File: config.mk
export PLATFORM = sky130hd
export DESIGN_NAME = timer_arbiter_flat
export DESIGN_NICKNAME = d
export VERILOG_FILES = /design/src/rtl/timer_arbiter_pkg.sv /design/src/rtl/timer_arbiter_if.sv /design/src/rtl/timer_core.sv /design/src/rtl/timer_arbiter.sv /design/src/flat_wrapper.sv
export SDC_FILE = /design/constraint.sdc
export NUM_CORES = 1
export LEC_CHECK = 0
export BUFFER_PORTS_ARGS = -buffer_cell sky130_fd_sc_hd__buf_4
export CAP_MARGIN = 20
export CELL_PAD_IN_SITES_DETAIL_PLACEMENT = 2
export CELL_PAD_IN_SITES_GLOBAL_PLACEMENT = 2
export CORE_MARGIN = 2
export CORE_UTILIZATION = 29
export CTS_BUF_LIST = sky130_fd_sc_hd__clkbuf_8
export DETAILED_ROUTE_END_ITERATION = 8
export PLACE_DENSITY_LB_ADDON = 0.2
export SYNTH_ARGS = -nofsm -noshare
export SYNTH_HDL_FRONTEND = slang
export SYNTH_SLANG_ARGS = --single-unit
File: constraint.sdc
create_clock -name clk -period 4.84 [get_ports clk]
set_input_delay 0.968 -clock clk [delete_from_list [all_inputs] [get_ports clk]]
set_output_delay 0.968 -clock clk [all_outputs]
set_load 0.05 [all_outputs]
File: src/rtl/timer_arbiter_pkg.sv
// Shared types and helpers for the round-robin delay-timer arbiter.
package timer_arb_pkg;

  localparam int unsigned DEF_NREQ = 4;
  localparam int unsigned DEF_CW   = 8;
  localparam int unsigned MAX_NREQ = 8;

  typedef enum logic {
    IDLE,
    RUN
  } state_t;

  typedef logic [2:0] idx_t;

  typedef struct packed {
    logic valid;
    idx_t idx;
  } pick_t;

  // First asserted request scanning ptr, ptr+1, ... modulo nreq.
  function automatic pick_t rr_pick(input logic [MAX_NREQ-1:0] req,
                                    input idx_t ptr,
                                    input int unsigned nreq = DEF_NREQ);
    pick_t       p;
    int unsigned c;
    p = '{valid: 1'b0, idx: '0};
    for (int unsigned k = 0; k < MAX_NREQ; k++) begin
      c = (32'(ptr) + k) % nreq;
      if (!p.valid && k < nreq && req[c[2:0]]) begin
        p.valid = 1'b1;
        p.idx   = c[2:0];
      end
    end
    return p;
  endfunction

endpackage

File: src/rtl/timer_arbiter_if.sv
// Requester-side bundle of the timer arbiter: requests/delays in, grant status out.
interface timer_arbiter_if
  import timer_arb_pkg::*;
#(
  parameter int unsigned NREQ = DEF_NREQ,
  parameter int unsigned CW   = DEF_CW
);
  logic [NREQ-1:0]    req;
  logic [NREQ*CW-1:0] dly;
  logic [NREQ-1:0]    gnt;
  logic [NREQ-1:0]    done;
  logic               busy;
  logic [CW-1:0]      cnt;

  modport master (
    output req, dly,
    input  gnt, done, busy, cnt
  );

  modport slave (
    input  req, dly,
    output gnt, done, busy, cnt
  );
endinterface

File: src/rtl/timer_core.sv
// Loadable down counter that saturates at zero.
module timer_core #(
  parameter int unsigned CW = 8
) (
  input  logic          clk,
  input  logic          rst,
  input  logic          load,
  input  logic [CW-1:0] load_val,
  input  logic          dec,
  output logic [CW-1:0] cnt,
  output logic          zero
);
  logic [CW-1:0] cnt_q, cnt_d;

  always_comb begin
    cnt_d = cnt_q;
    if (load)
      cnt_d = load_val;
    else if (dec && cnt_q != '0)
      cnt_d = cnt_q - CW'(1);
  end

  always_ff @(posedge clk) begin
    if (rst) cnt_q <= '0;
    else     cnt_q <= cnt_d;
  end

  assign cnt  = cnt_q;
  assign zero = (cnt_q == '0);
endmodule

File: src/rtl/timer_arbiter.sv
// Round-robin arbiter sharing one down-counting delay timer among NREQ requesters.
module timer_arbiter
  import timer_arb_pkg::*;
#(
  parameter int unsigned NREQ = DEF_NREQ,
  parameter int unsigned CW   = DEF_CW
) (
  input  logic            clk,
  input  logic            rst,
  timer_arbiter_if.slave  bus
);
  state_t             state_q, state_d;
  logic [NREQ-1:0]    gnt_q, gnt_d;
  logic               busy_q, busy_d;
  idx_t               ptr_q, ptr_d;
  idx_t               owner_q, owner_d;
  logic               load, dec, cnt_zero;
  logic [CW-1:0]      load_val;
  logic [CW-1:0]      cnt;
  logic [MAX_NREQ-1:0]    req_pad;
  logic [MAX_NREQ*CW-1:0] dly_pad;
  pick_t              pick;

  // Pad to the package width so 3-bit indices are always in range.
  assign req_pad = MAX_NREQ'(bus.req);
  assign dly_pad = (MAX_NREQ*CW)'(bus.dly);
  assign pick    = rr_pick(req_pad, ptr_q, NREQ);

  always_comb begin
    state_d  = state_q;
    gnt_d    = gnt_q;
    busy_d   = busy_q;
    ptr_d    = ptr_q;
    owner_d  = owner_q;
    load     = 1'b0;
    dec      = 1'b0;
    load_val = dly_pad[pick.idx*CW +: CW];
    case (state_q)
      IDLE: begin
        if (pick.valid) begin
          load    = 1'b1;
          busy_d  = 1'b1;
          owner_d = pick.idx;
          state_d = RUN;
          for (int unsigned i = 0; i < NREQ; i++)
            gnt_d[i] = (pick.idx == idx_t'(i));
        end
      end
      RUN: begin
        // Abort and expiry release identically; only done differs.
        if (!req_pad[owner_q] || cnt_zero) begin
          state_d = IDLE;
          gnt_d   = '0;
          busy_d  = 1'b0;
          ptr_d   = (owner_q == idx_t'(NREQ-1)) ? '0 : owner_q + idx_t'(1);
        end else begin
          dec = 1'b1;
        end
      end
      default: state_d = IDLE;
    endcase
  end

  always_ff @(posedge clk) begin
    if (rst) begin
      state_q <= IDLE;
      gnt_q   <= '0;
      busy_q  <= 1'b0;
      ptr_q   <= '0;
      owner_q <= '0;
    end else begin
      state_q <= state_d;
      gnt_q   <= gnt_d;
      busy_q  <= busy_d;
      ptr_q   <= ptr_d;
      owner_q <= owner_d;
    end
  end

  timer_core #(.CW(CW)) u_core (
    .clk      (clk),
    .rst      (rst),
    .load     (load),
    .load_val (load_val),
    .dec      (dec),
    .cnt      (cnt),
    .zero     (cnt_zero)
  );

  assign bus.gnt  = gnt_q;
  assign bus.done = gnt_q & bus.req & {NREQ{cnt_zero}};
  assign bus.busy = busy_q;
  assign bus.cnt  = cnt;
endmodule

File: src/flat_wrapper.sv
// flat-port wrapper written by rule: the top's interface ports become plain ports
module timer_arbiter_flat import timer_arb_pkg::*;
#(
  parameter int unsigned NREQ = DEF_NREQ,
  parameter int unsigned CW   = DEF_CW
)
  (clk, rst, bus_req, bus_dly, bus_gnt, bus_done, bus_busy, bus_cnt);
  timer_arbiter_if #(.NREQ(NREQ), .CW(CW)) bus_i ();
  input  logic clk;
  input  logic rst;
  input wire logic [$bits(bus_i.req)-1:0] bus_req;
  input wire logic [$bits(bus_i.dly)-1:0] bus_dly;
  output wire logic [$bits(bus_i.gnt)-1:0] bus_gnt;
  output wire logic [$bits(bus_i.done)-1:0] bus_done;
  output wire logic [$bits(bus_i.busy)-1:0] bus_busy;
  output wire logic [$bits(bus_i.cnt)-1:0] bus_cnt;
  assign bus_i.req = bus_req;
  assign bus_i.dly = bus_dly;
  assign bus_gnt = bus_i.gnt;
  assign bus_done = bus_i.done;
  assign bus_busy = bus_i.busy;
  assign bus_cnt = bus_i.cnt;
  timer_arbiter #(.NREQ(NREQ), .CW(CW)) u_core (.clk(clk), .rst(rst), .bus(bus_i));
endmodule
==> impl_metrics.ini <==
[synth]
syn_area_per_cell_um2 = 8.81
synth.area.mux_share_pct = 10.4
syn-instance-count = 146
synth_fp_nets = 186
synth-async-reset-ratio_pct = 0
synth_flop_cell = dfxtp_1
synth_edf_count = 0
yosys.area_share.simple_pct = 22.2
synth_top_family_by_area = compound AO/OA/AOI/OAI gates
synth_compound_area_share_pct = 30.7
synth_top_area_cell = dfxtp_1
synth_area_um2 = 1290
ys_types = 52
ys_ff_latch = 18
synth_area_leaders = dfxtp_1 (28%), mux2i_1 (7.8%), a221oi_1 (4.8%), nor2_1 (4.4%), a21oi_1 (3.9%)
synth_xor_area_share_pct = 2.72
synth.top_cell.area_share_pct = 28.0
ys_seq_area_share_pct = 28.0
yosysWarnings = 0
synth-adder-area-share_pct = 1.95

[floorplanning]
rows = 24
die-area_um2 = 4980
die_x_um = 70.6
core_um2 = 4320
start_util_pct = 29.7
fp.dieH_um = 70.6
pin_count = 55

[setup_path]
crit_type = reg -> out
crit_path_end_kind = output pin
rr_worst_depth = 6
startpoint = u_core.u_core.cnt[3]$_SDFFE_PP0P_
cpMaxStageDelayCell = dfxtp_1
r2r-end = u_core.u_core.cnt[7]$_SDFFE_PP0P_
cp-start-kind = flip-flop
required_ps = 3870
rr_startpoint = u_core.ptr_q[0]$_SDFFE_PP0P_
arrival_ps = 1820
crit_chain = nor4_4, nand2_4, nor3_4, and3_2, buf_4
r2r_slack_ps = 2710
slowest_delay_ps = 390
cp_max_fo = 6

[global_route]
antenna_found_initial = 0
grt_max_degree = 24
grt_pass1_vias = 1532
grt_pass1_wl_um = 7560
track_usage_pct = 18.8
grt_overflow = 0

[sta]
min_period_ps = 2790
rsz0062_at_grt = no
worstMarginPinSlew_ps = 972
max_freq_mhz = 358
fin_worst_skew_ps = 0.773
finalSetupViolCount = 0
drv_slew = 0
finalHoldViolCount = 0
slew_headroom_pct = 35.2
tns_ps = 0
finalCritPeriodShare_pct = 57.7

[run]
drv_cap = 0

[hold_path]
min_from = u_core.ptr_q[0]$_SDFFE_PP0P_
min-delay-path-class = reg -> reg
min_to = u_core.ptr_q[0]$_SDFFE_PP0P_
whs_path_depth = 2

[pwr]
leakage_nw = 0.790
power_density_nw_per_um2 = 321
ir_worst_vdd_mv = 0.115

[clock_tree]
clk_latency_ps = 250
post_cts_resized = 0
clk_pin_slew_ps = 70
postCtsSetupRepairBufs = 0
cts_tree = done
postCtsHoldBufs = 0
cts-root-buf = clkbuf_8
cts_max_level = 1
cts.sinks = 18
cts_buffers = 3
clockBufferDepth = 2

[route]
dr_wl_met2_um = 2360
dr.pass1.iters = 3
wl_met3_um = 209
vias_per_cell = 5.56
wl_per_cell_um = 18.8
remaining_drc_errors = 0
wl_met1_um = 2090
drt_iter0_markers = 16
num_vias = 1385
top_layer_used = met4
ant_nets = 0
wirelength_um = 4690

[place]
gp_congestion = 0.805
port_buffers = 54
dpl.hpwl_um = 3640
dpl.cell_count = 246

[finish]
diodes = 0
fillerInstances = 508
final-instance-count-excl-fill = 249
multi_input_area_um2 = 875
nets = 239
seq_area_um2 = 360
drive_above_1_share_pct = 38.6
syn2layout_area_growth_pct = 37.3

[status]
status = complete, no violations
==> cell families (layout without fill, tap and decap cells) <==
kind of cell               count (synthesis)  after routing
AOI/OAI and AO/OA                         53             53
xor gates and xnor gates                   4              4
adders and majority gates                  2              2
buffers and inverters                     11             62
DFF                                       18             18
muxes                                     12             12
and+or+nand+nor                           46             46
==> per-layer routing <==
layer  track usage (%)  vias to the layer above
met5                 0                        -
met4              4.40                        0
met3              2.71                        4
met2              34.5                       40
met1              23.2                      684
li1                  -                      657
==> cells in the mapped netlist (4+ instances only) <==
cell type and instances:
a21oi_1 10, a221oi_1 7, a31oi_1 5, and3_2 4, dfxtp_1 18, inv_1 5
mux2i_1 10, nand2_1 5, nor2_1 15, nor3_1 4, o21ai_0 6
==> registers in the layout (all words and copies together) (netlist names) <==
name and cells:
u_core.bus.busy 1, u_core.ptr_q 2, u_core.u_core.cnt 8, u_core.owner_q 2, u_core.bus.gnt 4, u_core.state_q 1
==> worst max-delay path by stage <==
stage	end	slack, ps	depth (start not counted)
6_report	bus_done[3]	2050	5
3_5_place_dp	u_core.u_core.cnt[7]$_SDFFE_PP0P_	1940	7
4_1_cts	bus_done[3]	2040	5
3_3_place_gp	u_core.u_core.cnt[7]$_SDFFE_PP0P_	2060	7
5_1_grt	bus_done[3]	1950	5
2_1_floorplan	bus_done[0]	2270	4
==> metrics by stage <==
stage / hold slack, ps / power (mW) / setup WS [ps] / area [um2] / utilization, %
2_1_floorplan: 467 / 0.377 / 2270 / 1290 / -
3_3_place_gp: 482 / 0.454 / 2060 / 1720 / 39.9
3_5_place_dp: 501 / 0.465 / 1940 / 1720 / 39.9
4_1_cts: 510 / 0.573 / 2040 / 1770 / 40.8
5_1_grt: 531 / 0.600 / 1950 / 1770 / 40.8
6_report: 506 / 0.567 / 2050 / 1770 / 40.8
==> where the power goes <==
| part | switching (mW) | total [mW] | internal, mW |
|---|---|---|---|
| sequential | 0.0312 | 0.197 | 0.166 |
| clock | 0.0514 | 0.107 | 0.0554 |
| combinational | 0.156 | 0.263 | 0.107 |
| total | 0.239 | 0.567 | 0.328 |
==> layout by cell type (no fill, tap or decap), types with 2 or more instances in the layout <==
cell      netlist  final
mux2i_1        10     10
a21o_1          2      2
o21ai_0         6      6
clkbuf_8        0      3
o21ai_1         2      2
a31oi_1         5      5
nor2_1         15     15
nor3_1          4      4
a32o_1          2      2
and2_1          2      2
o31ai_1         2      2
o22ai_1         3      3
a22o_1          3      3
dfxtp_1        18     18
buf_4           0     54
and3_2          4      4
a221oi_1        7      7
nand2b_1        3      3
a21oi_1        10     10
ha_1            2      2
nand2_1         5      5
xnor2_1         3      3
inv_1           5      5
o21a_1          2      2
==> layout make-up <==
cell class / instances / share of cell area, %
Sequential cell: 18 / 20.4
Clock buffer: 3 / 2.34
Timing Repair Buffer: 54 / 23.0
Tap cell: 52 / 3.69
Multi-Input combinational cell: 117 / 49.5
Inverter: 5 / 1.06
==> worst max-delay path: cells and delay by family, from the launching register on <==
kind	cells	cell delay [ps]
simple gates	4	970
buf+inv	1	190
flops	1	390
No activity file was read; power rests on OpenSTA's default activity.
